--- src/rtl/uart_rx_if.sv ---
// Serial-receive bundle between the RX pin, the 8N1 receiver and its consumer.
`timescale 1ns/1ps
interface uart_rx_if;
    logic       rxd;
    logic [7:0] data_i;
    logic       rx_valid;
    logic       frame_err;
    logic       busy;

    modport slave (input rxd, output data_i, rx_valid, frame_err, busy);
    modport master(output rxd, input data_i, rx_valid, frame_err, busy);
endinterface

--- src/rtl/uart_rx.sv ---
// 8N1 UART receiver: two-flop synchronizer, mid-bit sampling, stop-bit check,
// held output byte with one-cycle valid / framing-error strobes.
`timescale 1ns/1ps
module uart_rx #(
    parameter int CLKS_PER_BIT = 16
) (
    input  logic      clk,
    input  logic      rst,
    uart_rx_if.slave  rx
);
    localparam int HALF = CLKS_PER_BIT / 2;
    localparam int CW   = (CLKS_PER_BIT > 2) ? $clog2(CLKS_PER_BIT) : 1;
    localparam logic [CW-1:0] BIT_LAST  = CW'(CLKS_PER_BIT - 1);
    localparam logic [CW-1:0] HALF_LAST = CW'(HALF - 1);

    typedef enum logic [2:0] {
        S_IDLE,
        S_START,
        S_DATA,
        S_STOP,
        S_BREAK
    } state_t;

    state_t        state_reg, state_next;
    logic [CW-1:0] clk_cnt_reg, clk_cnt_next;
    logic [2:0]    bit_idx_reg, bit_idx_next;
    logic [7:0]    shreg_reg, shreg_next;
    logic [7:0]    data_reg, data_next;
    logic          valid_reg, valid_next;
    logic          ferr_reg, ferr_next;
    logic          meta_reg, sync_reg;
    logic          rxd_s;

    // Synchronizer idles high so reset never looks like a start bit.
    always_ff @(posedge clk) begin
        if (!rst) begin
            meta_reg <= 1'b1;
            sync_reg <= 1'b1;
        end else begin
            meta_reg <= rx.rxd;
            sync_reg <= meta_reg;
        end
    end

    assign rxd_s = sync_reg;

    always_ff @(posedge clk) begin
        if (!rst) begin
            state_reg   <= S_IDLE;
            clk_cnt_reg <= '0;
            bit_idx_reg <= '0;
            shreg_reg   <= '0;
            data_reg    <= '0;
            valid_reg   <= 1'b0;
            ferr_reg    <= 1'b0;
        end else begin
            state_reg   <= state_next;
            clk_cnt_reg <= clk_cnt_next;
            bit_idx_reg <= bit_idx_next;
            shreg_reg   <= shreg_next;
            data_reg    <= data_next;
            valid_reg   <= valid_next;
            ferr_reg    <= ferr_next;
        end
    end

    always_comb begin
        state_next   = state_reg;
        clk_cnt_next = clk_cnt_reg;
        bit_idx_next = bit_idx_reg;
        shreg_next   = shreg_reg;
        data_next    = data_reg;
        valid_next   = 1'b0;
        ferr_next    = 1'b0;
        case (state_reg)
            S_IDLE: begin
                if (!rxd_s) begin
                    state_next   = S_START;
                    clk_cnt_next = '0;
                end
            end
            S_START: begin
                if (clk_cnt_reg == HALF_LAST) begin
                    clk_cnt_next = '0;
                    // A start bit that is gone by mid-bit was line noise.
                    if (!rxd_s) begin
                        state_next   = S_DATA;
                        bit_idx_next = '0;
                    end else begin
                        state_next = S_IDLE;
                    end
                end else begin
                    clk_cnt_next = clk_cnt_reg + 1'b1;
                end
            end
            S_DATA: begin
                if (clk_cnt_reg == BIT_LAST) begin
                    clk_cnt_next = '0;
                    shreg_next   = {rxd_s, shreg_reg[7:1]};
                    bit_idx_next = bit_idx_reg + 1'b1;
                    if (bit_idx_reg == 3'd7) begin
                        state_next = S_STOP;
                    end
                end else begin
                    clk_cnt_next = clk_cnt_reg + 1'b1;
                end
            end
            S_STOP: begin
                if (clk_cnt_reg == BIT_LAST) begin
                    clk_cnt_next = '0;
                    // Leaving at mid-stop-bit lets a back-to-back start bit be caught.
                    if (rxd_s) begin
                        data_next  = shreg_reg;
                        valid_next = 1'b1;
                        state_next = S_IDLE;
                    end else begin
                        ferr_next  = 1'b1;
                        state_next = S_BREAK;
                    end
                end else begin
                    clk_cnt_next = clk_cnt_reg + 1'b1;
                end
            end
            S_BREAK: begin
                if (rxd_s) begin
                    state_next = S_IDLE;
                end
            end
            default: begin
                state_next = S_IDLE;
            end
        endcase
    end

    assign rx.data_i    = data_reg;
    assign rx.rx_valid  = valid_reg;
    assign rx.frame_err = ferr_reg;
    assign rx.busy      = (state_reg != S_IDLE);
endmodule

--- src/flat_wrapper.sv ---
// flat-port wrapper written by rule: the top's interface ports become plain ports
module uart_rx_flat 
#(
    parameter int CLKS_PER_BIT = 16
)
  (clk, rst, rx_rxd, rx_data_i, rx_rx_valid, rx_frame_err, rx_busy);
  uart_rx_if rx_i ();
  input  logic clk;
  input  logic rst;
  input wire logic [$bits(rx_i.rxd)-1:0] rx_rxd;
  output wire logic [$bits(rx_i.data_i)-1:0] rx_data_i;
  output wire logic [$bits(rx_i.rx_valid)-1:0] rx_rx_valid;
  output wire logic [$bits(rx_i.frame_err)-1:0] rx_frame_err;
  output wire logic [$bits(rx_i.busy)-1:0] rx_busy;
  assign rx_i.rxd = rx_rxd;
  assign rx_data_i = rx_i.data_i;
  assign rx_rx_valid = rx_i.rx_valid;
  assign rx_frame_err = rx_i.frame_err;
  assign rx_busy = rx_i.busy;
  uart_rx #(.CLKS_PER_BIT(CLKS_PER_BIT)) u_core (.clk(clk), .rst(rst), .rx(rx_i));
endmodule
--- config.mk ---
export PLATFORM = sky130hd
export DESIGN_NAME = uart_rx_flat
export DESIGN_NICKNAME = d
export VERILOG_FILES = /design/src/rtl/uart_rx_if.sv /design/src/rtl/uart_rx.sv /design/src/flat_wrapper.sv
export SDC_FILE = /design/constraint.sdc
export NUM_CORES = 1
export LEC_CHECK = 0
export ABC_AREA = 1
export CAP_MARGIN = 10
export CORE_ASPECT_RATIO = 0.5
export CORE_UTILIZATION = 49
export DETAILED_ROUTE_END_ITERATION = 16
export MAX_ROUTING_LAYER = met4
export PLACE_DENSITY = 0.74
export SLEW_MARGIN = 0
export SYNTH_ARGS = -nofsm -noshare
export SYNTH_HDL_FRONTEND = slang
export SYNTH_SLANG_ARGS = --single-unit
--- constraint.sdc ---
create_clock -name clk -period 1.2 [get_ports clk]
set_input_delay 0.3 -clock clk [delete_from_list [all_inputs] [get_ports clk]]
set_output_delay 0.3 -clock clk [all_outputs]
set_load 0.02 [all_outputs]
==> impl_results.html, run 1 <==
<table>
<tr><th>Metric</th><th>Value</th></tr>
<tr><th colspan="2">Power and ir drop</th></tr>
<tr><td>Pwr Total</td><td>3.729 mW</td></tr>
<tr><td>Power density over cell area</td><td>1943 nW/um^2</td></tr>
<tr><td>Worst IR drop on VDD</td><td>roughly 0.0018 V</td></tr>
<tr><td>Static Leak</td><td>0.8510 nW</td></tr>
<tr><th colspan="2">Floorplanning</th></tr>
<tr><td>Overall die area</td><td>2825 um^2</td></tr>
<tr><td>Floorplan core area</td><td>about 2300 um^2</td></tr>
<tr><td>Die X-Extent</td><td>74.18 um</td></tr>
<tr><td>Starting density of the core</td><td>a little over half</td></tr>
<tr><td>Cell Rows</td><td>12</td></tr>
<tr><td>Die outline height</td><td>~38 um</td></tr>
<tr><td>Top-level port count</td><td>14</td></tr>
<tr><th colspan="2">Cells and area</th></tr>
<tr><td>Synthesis-to-finish area growth</td><td>50.39%</td></tr>
<tr><td>Share of layout cells above drive strength 1</td><td>51.71%</td></tr>
<tr><td>Number of non-filler instances in the completed layout</td><td>240</td></tr>
<tr><td>Final core occ</td><td>~80%</td></tr>
<tr><td>Final-stage net count</td><td>about 210</td></tr>
<tr><td>Area of all placed cells without fillers</td><td>around 1900 um^2</td></tr>
<tr><td>Total inserted antenna cells</td><td>0</td></tr>
<tr><th colspan="2">Setup path</th></tr>
<tr><td>Critical path arrival</td><td>~1600 ps</td></tr>
<tr><td>Highest fanout seen on the critical path</td><td>5</td></tr>
<tr><td>Crit path buf inv count</td><td>0</td></tr>
<tr><td>Startpoint Class</td><td>register</td></tr>
<tr><td>Worst Setup End Kind</td><td>register</td></tr>
<tr><td>RR Endpoint</td><td>u_core.state_reg[0]</td></tr>
<tr><td>Reg2reg setup slack</td><td>-170 ps</td></tr>
<tr><td>Critical Path RT</td><td>1420 ps</td></tr>
<tr><td>Number of cells traversed by the worst register-to-register path</td><td>9</td></tr>
<tr><td>Largest delay share family, worst path</td><td>simple AND/OR/NAND/NOR gates</td></tr>
<tr><td>Cell with the largest stage delay on the worst path</td><td>sky130_fd_sc_hd__dfxtp_4</td></tr>
<tr><td>Longest individual stage delay on the worst path</td><td>360 ps</td></tr>
<tr><td>Critical-path cell list</td><td>ha_4, nand3_4, nand3_4, nand2_2, nor2_4, nand2_2, nand2_1, nand2_1, nor2_1</td></tr>
<tr><td>Reg-to-reg critical path startpoint</td><td>u_core.clk_cnt_reg[0]</td></tr>
<tr><td>Type of the worst setup path</td><td>reg2reg</td></tr>
<tr><th colspan="2">Job</th></tr>
<tr><td>Maxcap violations</td><td>0</td></tr>
<tr><th colspan="2">Place</th></tr>
<tr><td>Number of port buffers</td><td>13</td></tr>
<tr><td>Post-placement cell area</td><td>between 1500 and 2000 um^2</td></tr>
<tr><td>Final weighted congestion of routability-driven global placement</td><td>about 0.90</td></tr>
<tr><td>Total half-perimeter wirelength after legalization and detailed placement</td><td>~1800 um</td></tr>
<tr><td>Total placed cells including tap cells</td><td>225</td></tr>
<tr><th colspan="2">Route</th></tr>
<tr><td>WL final</td><td>3502 um</td></tr>
<tr><td>Number of design rule violations left after detail routing</td><td>0</td></tr>
<tr><td>First-iteration detailed-routing DRC count</td><td>around 110</td></tr>
<tr><td>Average vias per placed instance</td><td>between 5 and 6</td></tr>
<tr><td>DR WL/cell</td><td>approximately 15 um</td></tr>
<tr><td>Pre-Repair DR Iteration Count</td><td>4</td></tr>
<tr><td>Via total after detailed routing</td><td>1,294</td></tr>
<tr><td>Number of nets with antenna violations after routing</td><td>0</td></tr>
<tr><th colspan="2">STA</th></tr>
<tr><td>Worst-Margin Slew</td><td>approximately 260 ps</td></tr>
<tr><td>Maximum clock frequency</td><td>about 730 MHz</td></tr>
<tr><td>Total of endpoints with negative setup slack in the final report</td><td>25</td></tr>
<tr><td>PnR worst setup slack</td><td>-169.7 ps</td></tr>
<tr><td>Clock period minus final worst setup slack</td><td>around 1400 ps</td></tr>
<tr><td>Largest clock skew in the final design</td><td>3.891 ps</td></tr>
<tr><td>Final max-slew violation count</td><td>0</td></tr>
<tr><td>Max-Slew Margin vs Limit</td><td>roughly 83%</td></tr>
<tr><td>Final total negative setup slack</td><td>-2059 ps</td></tr>
<tr><td>RSZ-0062 raised after global routing</td><td>true</td></tr>
<tr><td>Final hold violation count</td><td>0</td></tr>
<tr><td>Crit share post-route</td><td>114.1%</td></tr>
<tr><th colspan="2">Synth</th></tr>
<tr><td>Mapped Nets</td><td>171</td></tr>
<tr><td>Yosys Warn Count</td><td>0</td></tr>
<tr><td>Flip-flop and latch count after synthesis</td><td>30</td></tr>
<tr><td>Avg Inst Size Synth</td><td>between 7 and 8 um^2</td></tr>
<tr><td>Cells after synthesis</td><td>around 170</td></tr>
<tr><td>Mapped cell area</td><td>between 1000 and 1500 um^2</td></tr>
<tr><td>Distinct cell type count of the synthesized netlist</td><td>26</td></tr>
<tr><td>Register area share after synthesis</td><td>a little under half</td></tr>
<tr><th colspan="2">Clocking</th></tr>
<tr><td>TritonCTS Buffers</td><td>5</td></tr>
<tr><td>Clock Path Buffers</td><td>2</td></tr>
<tr><td>Root buffer selected by CTS</td><td>sky130_fd_sc_hd__clkbuf_8</td></tr>
<tr><td>Number of H-tree branching levels</td><td>2</td></tr>
<tr><td>TritonCTS clock tree</td><td>built</td></tr>
<tr><td>Worst skew pair latency</td><td>280 ps</td></tr>
<tr><td>CTS clock-pin slew for the worst setup and hold paths</td><td>~60 ps</td></tr>
<tr><td>TritonCTS Sinks</td><td>30</td></tr>
<tr><th colspan="2">Global route</th></tr>
<tr><td>Met2 track demand over resource</td><td>50.00%</td></tr>
<tr><td>First-pass GRT wire length</td><td>between 5000 and 6000 um</td></tr>
<tr><td>Remaining global-route overflow</td><td>0</td></tr>
<tr><td>GR Util met1</td><td>a little over 30%</td></tr>
<tr><td>Global route hottest layer</td><td>met2</td></tr>
<tr><td>Maximum number of pins on one net before global-route repair</td><td>19</td></tr>
<tr><td>Met3 track demand over resource in global routing</td><td>between 10% and 20%</td></tr>
<tr><td>Number of antenna violations at the first check in global routing</td><td>0</td></tr>
<tr><td>Via count of the first global-routing pass</td><td>about 1,200</td></tr>
<tr><td>Overall fraction of global-route tracks in use</td><td>between 20 and 30%</td></tr>
<tr><th colspan="2">Worst hold path</th></tr>
<tr><td>Hold Crit Depth</td><td>1</td></tr>
<tr><td>Classification of the worst-slack hold path</td><td>reg2reg</td></tr>
<tr><td>Capture endpoint of the worst hold path</td><td>u_core.rxd_s</td></tr>
<tr><td>HP Start</td><td>u_core.meta_reg</td></tr>
<tr><th colspan="2">Run status</th></tr>
<tr><td>Result of the run</td><td>finished with violations</td></tr>
<tr><td>Violations in the final reports</td><td>setup timing</td></tr>
</table>
[how the worst max path moves through the flow]
stage / start / endpoint / cells past startpoint
2_1_floorplan: u_core.bit_idx_reg[1] / u_core.state_reg[0] / 9
3_3_place_gp: rst / u_core.meta_reg / 3
3_5_place_dp: rst / u_core.rxd_s / 3
4_1_cts: u_core.state_reg[0] / rx_busy / 3
5_1_grt: u_core.clk_cnt_reg[0] / u_core.state_reg[0] / 9
6_report: u_core.clk_cnt_reg[0] / u_core.state_reg[0] / 9
[per-stage QoR]
stage / hold WS, ps / setup slack, ps
after floorplan: 392.5 / -5.827
after global placement: 398.3 / -156.7
after detailed placement: 405.8 / -156.4
after CTS: 409.0 / -244.4
after global routing: 422.3 / -225.6
final: 413.4 / -169.7
[layout by cell type (no fill, tap or decap)]
master,instances
sky130_fd_sc_hd__a31o_2,1
sky130_fd_sc_hd__buf_2,8
sky130_fd_sc_hd__clkbuf_2,1
sky130_fd_sc_hd__nand3_2,4
sky130_fd_sc_hd__nand3_1,4
sky130_fd_sc_hd__inv_2,3
sky130_fd_sc_hd__clkbuf_8,5
sky130_fd_sc_hd__nor2_1,34
sky130_fd_sc_hd__o21ai_2,13
sky130_fd_sc_hd__buf_6,7
sky130_fd_sc_hd__nand3b_1,2
sky130_fd_sc_hd__clkdlybuf4s15_1,1
sky130_fd_sc_hd__ha_4,3
sky130_fd_sc_hd__o21ai_1,4
sky130_fd_sc_hd__clkdlybuf4s50_1,2
sky130_fd_sc_hd__nor2_4,6
sky130_fd_sc_hd__nor2_2,6
sky130_fd_sc_hd__inv_4,1
sky130_fd_sc_hd__o21a_1,2
sky130_fd_sc_hd__nand3_4,3
sky130_fd_sc_hd__dfxtp_4,2
sky130_fd_sc_hd__dfxtp_1,23
sky130_fd_sc_hd__nand2_2,6
sky130_fd_sc_hd__nor3_1,1
sky130_fd_sc_hd__a21oi_1,4
sky130_fd_sc_hd__nor3_2,1
sky130_fd_sc_hd__nand2_4,5
sky130_fd_sc_hd__inv_1,8
sky130_fd_sc_hd__nand4_1,1
sky130_fd_sc_hd__clkinv_2,2
sky130_fd_sc_hd__nand2_1,12
sky130_fd_sc_hd__buf_12,1
sky130_fd_sc_hd__clkdlybuf4s15_2,1
sky130_fd_sc_hd__a21oi_2,4
sky130_fd_sc_hd__inv_6,1
sky130_fd_sc_hd__a211oi_1,1
sky130_fd_sc_hd__or2_2,2
sky130_fd_sc_hd__dfxtp_2,5
sky130_fd_sc_hd__buf_4,15
[power breakdown]
| part | total, mW | switching (mW) | internal [mW] | leakage (nW) |
|---|---|---|---|---|
| clock network | 0.762 | 0.374 | 0.388 | 0.0438 |
| logic | 1.81 | 1.05 | 0.757 | 0.561 |
| registers | 1.16 | 0.0659 | 1.09 | 0.247 |
[synth_stat cells]
cell type	n	area share, %
sky130_fd_sc_hd__buf_4	1	0.59
sky130_fd_sc_hd__nand3_2	4	3.1
sky130_fd_sc_hd__nor3_1	2	0.78
sky130_fd_sc_hd__dfxtp_1	30	47
sky130_fd_sc_hd__nand3b_1	2	1.2
sky130_fd_sc_hd__nand3_1	7	2.7
sky130_fd_sc_hd__a21oi_2	1	0.69
sky130_fd_sc_hd__o21ai_0	16	6.3
sky130_fd_sc_hd__o21a_1	2	1.2
sky130_fd_sc_hd__inv_1	9	2.6
sky130_fd_sc_hd__nand2_2	5	2.5
sky130_fd_sc_hd__a211oi_1	1	0.59
sky130_fd_sc_hd__o21ai_1	1	0.39
sky130_fd_sc_hd__clkbuf_1	1	0.29
sky130_fd_sc_hd__a21oi_1	7	2.7
sky130_fd_sc_hd__buf_6	1	0.88
sky130_fd_sc_hd__a31o_2	1	0.69
sky130_fd_sc_hd__nor2_4	1	0.88
sky130_fd_sc_hd__clkbuf_2	1	0.39
sky130_fd_sc_hd__nand2_1	17	5.0
sky130_fd_sc_hd__ha_1	3	2.9
sky130_fd_sc_hd__nor2_2	3	1.5
sky130_fd_sc_hd__inv_2	4	1.2
sky130_fd_sc_hd__nand4_1	1	0.49
sky130_fd_sc_hd__nor2_1	42	12
sky130_fd_sc_hd__or2_2	2	0.98
[kinds of logic after synthesis]
logic type	Yosys count	synth area share, %
flip-flops	30	47.06
buffers and inverters	17	5.979
adder cells (fa/ha/maj)	3	2.941
AO/OA/AOI/OAI	29	12.55
AND/OR/NAND/NOR	86	31.47
[final cells by class]
class,count,area [um^2]
clock buffer,5,68.82
clock inverter,2,10.01
fill,157,422.9
inverter,13,56.30
multi-input combinational,119,828.3
sequential,30,614.3
tap,35,43.79
timing repair buffer,36,297.8
[layer usage]
metal	up-vias	wire, um
met4	0	114
met5	-	0
li1	626	-
met1	590	1549
met3	18	266
met2	60	1572
[timing repair]
item | in CTS | in global routing
gates resized for setup | 97 | 23
pin swaps | 30 | 9
setup buffers | 6 | 1
hold endpoints to repair | 0 | 0
setup endpoints to repair | 36 | 35
cloned | 1 | 0
hold buffers | 0 | 0
Power figures use the tool's default switching activity.
==> run 2, diff against run 1 <==
CORE_ASPECT_RATIO = not set   (was 0.5)
CORE_UTILIZATION = 54   (was 49)
CTS_CLUSTER_DIAMETER = 40   (was not set)
PLACE_DENSITY = 0.77   (was 0.74)
SETUP_SLACK_MARGIN = 0.1   (was not set)
clock period = 1.3 ns   (was 1.2 ns; I/O delays follow)
==> impl_results.html, run 2 (same netlist as run 1, synthesis figures left out) <==
<table>
<tr><th>Metric</th><th>Value</th></tr>
<tr><th colspan="2">Route</th></tr>
<tr><td>Average vias per placed instance</td><td>5.392 (about the same)</td></tr>
<tr><td>Number of nets with antenna violations after routing</td><td>0 (unchanged)</td></tr>
<tr><td>Pre-Repair DR Iteration Count</td><td>4 (unchanged)</td></tr>
<tr><td>Via total after detailed routing</td><td>1,224 (was 1,294)</td></tr>
<tr><td>Number of design rule violations left after detail routing</td><td>0 (unchanged)</td></tr>
<tr><td>DR WL/cell</td><td>13.76 um (was 14.59 um)</td></tr>
<tr><td>First-iteration detailed-routing DRC count</td><td>30 (was 106)</td></tr>
<tr><td>WL final</td><td>3123 um (was 3502 um)</td></tr>
<tr><th colspan="2">Clocking</th></tr>
<tr><td>Clock Path Buffers</td><td>2 (unchanged)</td></tr>
<tr><td>Hold buffer count at CTS</td><td>0 (unchanged)</td></tr>
<tr><td>TritonCTS Sinks</td><td>30 (unchanged)</td></tr>
<tr><td>Worst skew pair latency</td><td>330 ps (was 280 ps)</td></tr>
<tr><td>Number of H-tree branching levels</td><td>2 (unchanged)</td></tr>
<tr><td>TritonCTS clock tree</td><td>built (unchanged)</td></tr>
<tr><td>TritonCTS Buffers</td><td>5 (unchanged)</td></tr>
<tr><td>CTS clock-pin slew for the worst setup and hold paths</td><td>90 ps (was 60 ps)</td></tr>
<tr><td>Root buffer selected by CTS</td><td>sky130_fd_sc_hd__clkbuf_4 (was sky130_fd_sc_hd__clkbuf_8)</td></tr>
<tr><th colspan="2">Worst hold path</th></tr>
<tr><td>Capture endpoint of the worst hold path</td><td>u_core.rxd_s (unchanged)</td></tr>
<tr><td>Classification of the worst-slack hold path</td><td>reg2reg (unchanged)</td></tr>
<tr><td>Hold Crit Depth</td><td>1 (unchanged)</td></tr>
<tr><td>HP Start</td><td>u_core.meta_reg (unchanged)</td></tr>
<tr><th colspan="2">STA</th></tr>
<tr><td>Max-Slew Margin vs Limit</td><td>84.30% (was 82.91%)</td></tr>
<tr><td>Crit share post-route</td><td>105.4% (was 114.1%)</td></tr>
<tr><td>Worst hold slack across all endpoints</td><td>464.6 ps (was 413.4 ps)</td></tr>
<tr><td>Maximum clock frequency</td><td>729.9 MHz (was 730.1 MHz)</td></tr>
<tr><td>Largest clock skew in the final design</td><td>5.680 ps (was 3.891 ps)</td></tr>
<tr><td>PnR worst setup slack</td><td>-70.09 ps (was -169.7 ps)</td></tr>
<tr><td>Clock period minus final worst setup slack</td><td>1370 ps (about the same)</td></tr>
<tr><td>Worst-Margin Slew</td><td>234.9 ps (was 256.4 ps)</td></tr>
<tr><td>Final hold violation count</td><td>0 (unchanged)</td></tr>
<tr><td>Final max-slew violation count</td><td>0 (unchanged)</td></tr>
<tr><td>Total of endpoints with negative setup slack in the final report</td><td>10 (was 25)</td></tr>
<tr><td>RSZ-0062 raised after global routing</td><td>true (unchanged)</td></tr>
<tr><th colspan="2">Power and ir drop</th></tr>
<tr><td>Static Leak</td><td>0.8105 nW (was 0.8510 nW)</td></tr>
<tr><td>Share of total power consumed by net switching</td><td>38.32% (was 40.04%)</td></tr>
<tr><td>Power density over cell area</td><td>1889 nW/um^2 (was 1943 nW/um^2)</td></tr>
<tr><td>Worst IR drop on VDD</td><td>0.002115 V (was 0.001821 V)</td></tr>
<tr><td>Seq pwr share</td><td>31.4% (was 31.0%)</td></tr>
<tr><td>Net switching component of the power</td><td>1.313 mW (was 1.493 mW)</td></tr>
<tr><td>Portion of total power attributed to the clock network</td><td>19.6% (was 20.4%)</td></tr>
<tr><td>Internal power component</td><td>2.113 mW (was 2.236 mW)</td></tr>
<tr><td>Share of total power in combinational logic</td><td>49.0% (was 48.5%)</td></tr>
<tr><th colspan="2">Global route</th></tr>
<tr><td>Via count of the first global-routing pass</td><td>1,127 (was 1,215)</td></tr>
<tr><td>Remaining global-route overflow</td><td>0 (unchanged)</td></tr>
<tr><td>Number of antenna violations at the first check in global routing</td><td>0 (unchanged)</td></tr>
<tr><td>Overall fraction of global-route tracks in use</td><td>25.96% (was 29.48%)</td></tr>
<tr><td>Maximum number of pins on one net before global-route repair</td><td>19 (unchanged)</td></tr>
<tr><td>First-pass GRT wire length</td><td>4678 um (was 5561 um)</td></tr>
<tr><th colspan="2">Run status</th></tr>
<tr><td>Result of the run</td><td>finished with violations (unchanged)</td></tr>
<tr><td>Violations in the final reports</td><td>setup timing (unchanged)</td></tr>
<tr><th colspan="2">Cells and area</th></tr>
<tr><td>Total inserted antenna cells</td><td>0 (unchanged)</td></tr>
<tr><td>Final core occ</td><td>82.01% (was 81.94%)</td></tr>
<tr><td>Final-stage net count</td><td>205 (was 211)</td></tr>
<tr><td>Share of layout cells above drive strength 1</td><td>47.24% (was 51.71%)</td></tr>
<tr><td>Most common library cell in the layout ignoring fill and taps</td><td>sky130_fd_sc_hd__nor2_1 (unchanged)</td></tr>
<tr><td>Fillers</td><td>127 (was 157)</td></tr>
<tr><td>Most frequent cells in the layout</td><td>sky130_fd_sc_hd__nor2_1, sky130_fd_sc_hd__buf_4, sky130_fd_sc_hd__dfxtp_1 (was sky130_fd_sc_hd__nor2_1, sky130_fd_sc_hd__dfxtp_1, sky130_fd_sc_hd__buf_4)</td></tr>
<tr><td>Synthesis-to-finish area growth</td><td>42.16% (was 50.39%)</td></tr>
<tr><th colspan="2">Setup path</th></tr>
<tr><td>Highest fanout seen on the critical path</td><td>5 (unchanged)</td></tr>
<tr><td>Number of cells traversed by the worst register-to-register path</td><td>9 (unchanged)</td></tr>
<tr><td>Critical Path RT</td><td>1560 ps (was 1420 ps)</td></tr>
<tr><td>Reg2reg setup slack</td><td>-70 ps (was -170 ps)</td></tr>
<tr><td>Startpoint Class</td><td>register (unchanged)</td></tr>
<tr><td>Cell with the largest stage delay on the worst path</td><td>sky130_fd_sc_hd__dfxtp_2 (was sky130_fd_sc_hd__dfxtp_4)</td></tr>
<tr><td>Reg-to-reg critical path startpoint</td><td>u_core.clk_cnt_reg[1] (was u_core.clk_cnt_reg[0])</td></tr>
<tr><td>Critical path arrival</td><td>1630 ps (was 1590 ps)</td></tr>
<tr><td>RR Endpoint</td><td>u_core.state_reg[0] (unchanged)</td></tr>
<tr><td>Critical-path cell list</td><td>ha_4, nand3_4, nand2_4, nand2_2, nor2_4, nand2_2, nand2_1, nand2_1, nor2_2 (was ha_4, nand3_4, nand3_4, nand2_2, nor2_4, nand2_2, nand2_1, nand2_1, nor2_1)</td></tr>
<tr><td>Longest individual stage delay on the worst path</td><td>360 ps (about the same)</td></tr>
<tr><td>Worst Setup End Kind</td><td>register (unchanged)</td></tr>
<tr><td>Type of the worst setup path</td><td>reg2reg (unchanged)</td></tr>
<tr><th colspan="2">Floorplanning</th></tr>
<tr><td>Floorplan core area</td><td>2212 um^2 (was 2342 um^2)</td></tr>
<tr><td>Cell Rows</td><td>17 (was 12)</td></tr>
<tr><td>Die X-Extent</td><td>50.62 um (was 74.18 um)</td></tr>
<tr><td>Die outline height</td><td>50.62 um (was 38.09 um)</td></tr>
<tr><td>Starting density of the core</td><td>57.69% (was 54.49%)</td></tr>
<tr><td>Top-level port count</td><td>14 (unchanged)</td></tr>
<tr><td>Overall die area</td><td>2562 um^2 (was 2825 um^2)</td></tr>
<tr><th colspan="2">Place</th></tr>
<tr><td>Total half-perimeter wirelength after legalization and detailed placement</td><td>1940 um (was 1838 um)</td></tr>
<tr><td>Final weighted congestion of routability-driven global placement</td><td>0.8187 (was 0.9036)</td></tr>
<tr><td>Number of port buffers</td><td>13 (unchanged)</td></tr>
<tr><th colspan="2">Job</th></tr>
<tr><td>Maxcap violations</td><td>0 (unchanged)</td></tr>
</table>
run 2: cell types whose count changed in the layout (fill, tap and decap cells not counted), sizes merged:
| cell | delta |
|---|---|
| buf | -2 |
| nand2 | -1 |
| clkbuf | +1 |
| clkinv | -2 |
| clkdlybuf4s15 | -2 |
run 2: worst max-delay path by stage:
stage / from / endpoint / slack [ps] / depth (start not counted)
3_3_place_gp: rst / u_core.clk_cnt_reg[0] / -40 / 5
5_1_grt: u_core.state_reg[0] / u_core.bit_idx_reg[0] / -140 / 8
3_5_place_dp: u_core.bit_idx_reg[0] / u_core.state_reg[0] / -70 / 9
4_1_cts: u_core.state_reg[1] / rx_busy / -9 / 3
2_1_floorplan: u_core.bit_idx_reg[1] / u_core.state_reg[0] / 90 / 9
6_report: u_core.clk_cnt_reg[1] / u_core.state_reg[0] / -70 / 9
run 2: cell type report:
cell class | instances | area, um^2 | area share, %
clock buffers | 7 | 76.32 | 4.207
well taps | 28 | 35.03 | 1.931
repair buffers | 31 | 246.5 | 13.59
flip-flops and latches | 30 | 615.6 | 33.93
inverters | 13 | 53.80 | 2.966
multi-input cells | 118 | 787.0 | 43.38
run 2: what timing repair did:
action | 4_1_cts | 5_1_grt
endpoints found under the setup margin | 34 | 32
gates cloned | 0 | 0
setup buffers | 0 | 3
endpoints found under the hold margin | 0 | 0
pin swaps | 10 | 13
gates resized for setup | 67 | 39
run 2: layer usage:
| metal | track usage (%) | up-vias | part of all wire [%] |
|---|---|---|---|
| met3 | 10.00 | 7 | 5.9 |
| met5 | - | - | 0 |
| met4 | 12.50 | 0 | 2.0 |
| li1 | - | 607 | - |
| met1 | 26.08 | 570 | 41 |
| met2 | 44.00 | 40 | 51 |
run 2: power groups by stage:
stage	Clock (mW)	Combinational (mW)	Sequential, mW
floorplan	0	0.754	1.11
global placement	0	1.21	1.06
detailed placement	0	1.25	1.06
CTS	0.686	1.37	1.07
global route	0.738	1.82	1.08
finish	0.670	1.68	1.08
run 2: worst max-delay path, delay by kind of cell (launching register included):
family / cells / cell delay [ps]
adders and majority gates: 1 / 170
DFF: 1 / 360
and+or+nand+nor: 8 / 780
run 2: per-stage QoR:
| stage | instance area, um^2 | power, mW | setup TNS (ps) | setup slack (ps) | std cells |
|---|---|---|---|---|---|
| CTS | 1657 | 3.120 | -15.84 | -8.653 | 224 |
| floorplan | 1308 | 1.861 | 0 | 94.17 | 165 |
| global placement | 1558 | 2.272 | -216.5 | -39.37 | 217 |
| global route | 1814 | 3.639 | -1652 | -139.5 | 227 |
| detailed placement | 1558 | 2.308 | -469.6 | -67.85 | 217 |
| finish | 1814 | 3.427 | -257.7 | -70.09 | 227 |
==> run 3, diff against run 2 <==
CORE_ASPECT_RATIO = 1.2   (was not set)
CORE_UTILIZATION = 60   (was 54)
DONT_BUFFER_PORTS = 1   (was not set)
PLACE_DENSITY = 0.76   (was 0.77)
==> impl_results.html, run 3 (same netlist as run 1, synthesis figures left out) <==
<table>
<tr><th>Metric</th><th>Value</th></tr>
<tr><th colspan="2">Cells and area</th></tr>
<tr><td>Most common library cell in the layout ignoring fill and taps</td><td>sky130_fd_sc_hd__nor2_1 (unchanged)</td></tr>
<tr><td>Number of non-filler instances in the completed layout</td><td>203 (was 227)</td></tr>
<tr><td>Synthesis-to-finish area growth</td><td>31.47% (was 42.16%)</td></tr>
<tr><td>Share of layout cells above drive strength 1</td><td>44.02% (was 47.24%)</td></tr>
<tr><td>Area of the multi-input gates</td><td>788.3 um^2 (was 787.0 um^2)</td></tr>
<tr><td>Final-stage net count</td><td>189 (was 205)</td></tr>
<tr><td>Area of all placed cells without fillers</td><td>1678 um^2 (was 1814 um^2)</td></tr>
<tr><td>Total inserted antenna cells</td><td>0 (unchanged)</td></tr>
<tr><td>Final core occ</td><td>87.65% (was 82.01%)</td></tr>
<tr><td>Most frequent cells in the layout</td><td>sky130_fd_sc_hd__nor2_1, sky130_fd_sc_hd__dfxtp_1, sky130_fd_sc_hd__nand2_1 (was sky130_fd_sc_hd__nor2_1, sky130_fd_sc_hd__buf_4, sky130_fd_sc_hd__dfxtp_1)</td></tr>
<tr><td>Fillers</td><td>92 (was 127)</td></tr>
<tr><td>Storage element area</td><td>618.1 um^2 (was 615.6 um^2)</td></tr>
<tr><th colspan="2">Route</th></tr>
<tr><td>Pre-Repair DR Iteration Count</td><td>10 (was 4)</td></tr>
<tr><td>WL final</td><td>3378 um (was 3123 um)</td></tr>
<tr><td>Number of nets with antenna violations after routing</td><td>0 (unchanged)</td></tr>
<tr><td>Number of design rule violations left after detail routing</td><td>3 (was 0)</td></tr>
<tr><td>DR WL/cell</td><td>16.64 um (was 13.76 um)</td></tr>
<tr><td>Via total after detailed routing</td><td>1,198 (was 1,224)</td></tr>
<tr><td>First-iteration detailed-routing DRC count</td><td>37 (was 30)</td></tr>
<tr><td>Average vias per placed instance</td><td>5.901 (was 5.392)</td></tr>
<tr><th colspan="2">Power and ir drop</th></tr>
<tr><td>Pwr Total</td><td>3.331 mW (was 3.427 mW)</td></tr>
<tr><td>Portion of total power attributed to the clock network</td><td>18.1% (was 19.6%)</td></tr>
<tr><td>Static Leak</td><td>0.7268 nW (was 0.8105 nW)</td></tr>
<tr><td>Seq pwr share</td><td>34.1% (was 31.4%)</td></tr>
<tr><td>Internal power component</td><td>1.934 mW (was 2.113 mW)</td></tr>
<tr><td>Worst IR drop on VDD</td><td>0.001806 V (was 0.002115 V)</td></tr>
<tr><td>Share of total power in combinational logic</td><td>47.8% (was 49.0%)</td></tr>
<tr><td>Net switching component of the power</td><td>1.397 mW (was 1.313 mW)</td></tr>
<tr><td>Share of total power consumed by net switching</td><td>41.95% (was 38.32%)</td></tr>
<tr><td>Power density over cell area</td><td>1985 nW/um^2 (was 1889 nW/um^2)</td></tr>
<tr><th colspan="2">Setup path</th></tr>
<tr><td>Highest fanout seen on the critical path</td><td>2 (was 5)</td></tr>
<tr><td>Critical path arrival</td><td>1610 ps (was 1630 ps)</td></tr>
<tr><td>Type of the worst setup path</td><td>reg2reg (unchanged)</td></tr>
<tr><td>Crit path buf inv count</td><td>0 (unchanged)</td></tr>
<tr><td>Longest individual stage delay on the worst path</td><td>350 ps (was 360 ps)</td></tr>
<tr><td>RR Endpoint</td><td>u_core.state_reg[1] (was u_core.state_reg[0])</td></tr>
<tr><td>Worst setup path endpoint</td><td>u_core.state_reg[1] (was u_core.state_reg[0])</td></tr>
<tr><td>Critical Path RT</td><td>1540 ps (was 1560 ps)</td></tr>
<tr><td>Critical-path cell list</td><td>ha_4, ha_4, nand3b_1, nand3_1, nor2_4, nor2_1, nor2_1 (was ha_4, nand3_4, nand2_4, nand2_2, nor2_4, nand2_2, nand2_1, nand2_1, nor2_2)</td></tr>
<tr><td>Startpoint Class</td><td>register (unchanged)</td></tr>
<tr><td>Logic depth of the worst setup path including buffers</td><td>7 (was 9)</td></tr>
<tr><td>Reg2reg setup slack</td><td>-70 ps (about the same)</td></tr>
<tr><td>Number of cells traversed by the worst register-to-register path</td><td>7 (was 9)</td></tr>
<tr><td>Crit path from</td><td>u_core.bit_idx_reg[1] (was u_core.clk_cnt_reg[1])</td></tr>
<tr><td>Worst Setup End Kind</td><td>register (unchanged)</td></tr>
<tr><td>Cell with the largest stage delay on the worst path</td><td>sky130_fd_sc_hd__dfxtp_2 (unchanged)</td></tr>
<tr><td>Reg-to-reg critical path startpoint</td><td>u_core.bit_idx_reg[1] (was u_core.clk_cnt_reg[1])</td></tr>
<tr><td>Largest delay share family, worst path</td><td>simple AND/OR/NAND/NOR gates (unchanged)</td></tr>
<tr><th colspan="2">Clocking</th></tr>
<tr><td>Clock Path Buffers</td><td>2 (unchanged)</td></tr>
<tr><td>Worst skew pair latency</td><td>340 ps (was 330 ps)</td></tr>
<tr><td>Root buffer selected by CTS</td><td>sky130_fd_sc_hd__clkbuf_4 (unchanged)</td></tr>
<tr><td>Number of H-tree branching levels</td><td>2 (unchanged)</td></tr>
<tr><td>TritonCTS Sinks</td><td>30 (unchanged)</td></tr>
<tr><td>TritonCTS Buffers</td><td>5 (unchanged)</td></tr>
<tr><td>TritonCTS clock tree</td><td>built (unchanged)</td></tr>
<tr><td>CTS clock-pin slew for the worst setup and hold paths</td><td>110 ps (was 90 ps)</td></tr>
<tr><td>Hold buffer count at CTS</td><td>0 (unchanged)</td></tr>
<tr><th colspan="2">Global route</th></tr>
<tr><td>Number of antenna violations at the first check in global routing</td><td>0 (unchanged)</td></tr>
<tr><td>First-pass GRT wire length</td><td>4981 um (was 4678 um)</td></tr>
<tr><td>Remaining global-route overflow</td><td>0 (unchanged)</td></tr>
<tr><td>Via count of the first global-routing pass</td><td>1,155 (was 1,127)</td></tr>
<tr><td>Overall fraction of global-route tracks in use</td><td>30.40% (was 25.96%)</td></tr>
<tr><td>Maximum number of pins on one net before global-route repair</td><td>20 (was 19)</td></tr>
<tr><th colspan="2">STA</th></tr>
<tr><td>Clock period minus final worst setup slack</td><td>1371 ps (was 1370 ps)</td></tr>
<tr><td>Max-Slew Margin vs Limit</td><td>70.77% (was 84.30%)</td></tr>
<tr><td>RSZ-0062 raised after global routing</td><td>true (unchanged)</td></tr>
<tr><td>Total of endpoints with negative setup slack in the final report</td><td>13 (was 10)</td></tr>
<tr><td>Worst hold slack across all endpoints</td><td>75.89 ps (was 464.6 ps)</td></tr>
<tr><td>Final total negative setup slack</td><td>-341.8 ps (was -257.7 ps)</td></tr>
<tr><td>PnR worst setup slack</td><td>-71.33 ps (was -70.09 ps)</td></tr>
<tr><td>Worst-Margin Slew</td><td>438.0 ps (was 234.9 ps)</td></tr>
<tr><td>Maximum clock frequency</td><td>729.2 MHz (was 729.9 MHz)</td></tr>
<tr><td>Largest clock skew in the final design</td><td>15.51 ps (was 5.680 ps)</td></tr>
<tr><td>Final max-slew violation count</td><td>0 (unchanged)</td></tr>
<tr><td>Crit share post-route</td><td>105.5% (was 105.4%)</td></tr>
<tr><td>Final hold violation count</td><td>0 (unchanged)</td></tr>
<tr><th colspan="2">Run status</th></tr>
<tr><td>Violations in the final reports</td><td>DRC, setup timing (was setup timing)</td></tr>
<tr><td>Result of the run</td><td>finished with violations (unchanged)</td></tr>
<tr><th colspan="2">Floorplanning</th></tr>
<tr><td>Floorplan core area</td><td>1914 um^2 (was 2212 um^2)</td></tr>
<tr><td>Starting density of the core</td><td>66.67% (was 57.69%)</td></tr>
<tr><td>Overall die area</td><td>2316 um^2 (was 2562 um^2)</td></tr>
<tr><td>Top-level port count</td><td>14 (unchanged)</td></tr>
<tr><td>Die X-Extent</td><td>44.10 um (was 50.62 um)</td></tr>
<tr><td>Die outline height</td><td>52.52 um (was 50.62 um)</td></tr>
<tr><td>Cell Rows</td><td>17 (unchanged)</td></tr>
<tr><th colspan="2">Place</th></tr>
<tr><td>Number of port buffers</td><td>0 (was 13)</td></tr>
<tr><td>Total half-perimeter wirelength after legalization and detailed placement</td><td>1816 um (was 1940 um)</td></tr>
<tr><td>Total placed cells including tap cells</td><td>185 (was 217)</td></tr>
<tr><td>Worst slack after detailed placement</td><td>-20.45 ps (was -67.85 ps)</td></tr>
<tr><td>Post-placement cell area</td><td>1341 um^2 (was 1558 um^2)</td></tr>
<tr><td>Final weighted congestion of routability-driven global placement</td><td>0.8473 (was 0.8187)</td></tr>
<tr><th colspan="2">Job</th></tr>
<tr><td>Maxcap violations</td><td>0 (unchanged)</td></tr>
<tr><th colspan="2">Worst hold path</th></tr>
<tr><td>HP Start</td><td>rx_rxd (was u_core.meta_reg)</td></tr>
<tr><td>Classification of the worst-slack hold path</td><td>in2reg (was reg2reg)</td></tr>
</table>
[run 3: changes by cell type in the layout (fill, tap and decap cells not counted), moves of 3 or more]
| cell | before | now |
|---|---|---|
| sky130_fd_sc_hd__o21ai_0 | 13 | 0 |
| sky130_fd_sc_hd__buf_4 | 20 | 10 |
| sky130_fd_sc_hd__o21ai_2 | 2 | 9 |
| sky130_fd_sc_hd__o21ai_1 | 2 | 8 |
| sky130_fd_sc_hd__buf_2 | 4 | 0 |
| sky130_fd_sc_hd__dfxtp_2 | 9 | 5 |
| sky130_fd_sc_hd__a21oi_1 | 3 | 6 |
| sky130_fd_sc_hd__a21oi_2 | 5 | 2 |
[run 3: area by class of cell]
type                       instances  share of cell area, %
multi-input combinational        119                  46.98
sequential                        30                  36.84
timing repair buffer              14                  7.681
inverter                          13                  3.356
clock buffer                       6                  3.057
tap                               19                  1.417
clock inverter                     2                 0.6711
[run 3: timing repair]
action / 4_1_cts / 5_1_grt
pin swaps: 12 / 19
endpoints found under the setup margin: 26 / 29
setup buffers: 7 / 2
hold endpoints to repair: 0 / 0
cloned: 1 / 0
resized for setup: 32 / 37
[run 3: worst min-delay path by stage]
stage / to / slack, ps / cells after the start
2_1_floorplan: u_core.rxd_s / 390 / 1
3_3_place_gp: u_core.rxd_s / 400 / 1
3_5_place_dp: u_core.rxd_s / 400 / 1
4_1_cts: u_core.meta_reg / 80 / 1
5_1_grt: u_core.meta_reg / 70 / 1
6_report: u_core.meta_reg / 80 / 1
[run 3: metal layers]
metal	part of all wire (%)	GRT usage [%]
met3	6.0	10.34
met4	3.1	12.63
met2	51	50.49
met1	40	32.83
met5	0	-
[run 3: power groups by stage]
stage               logic, mW  registers [mW]  clock network, mW
floorplan               0.754            1.11                  0
global placement        0.926            1.11                  0
detailed placement      0.941            1.12                  0
CTS                      1.29            1.12              0.605
global route             1.68            1.14              0.660
finish                   1.59            1.14              0.604
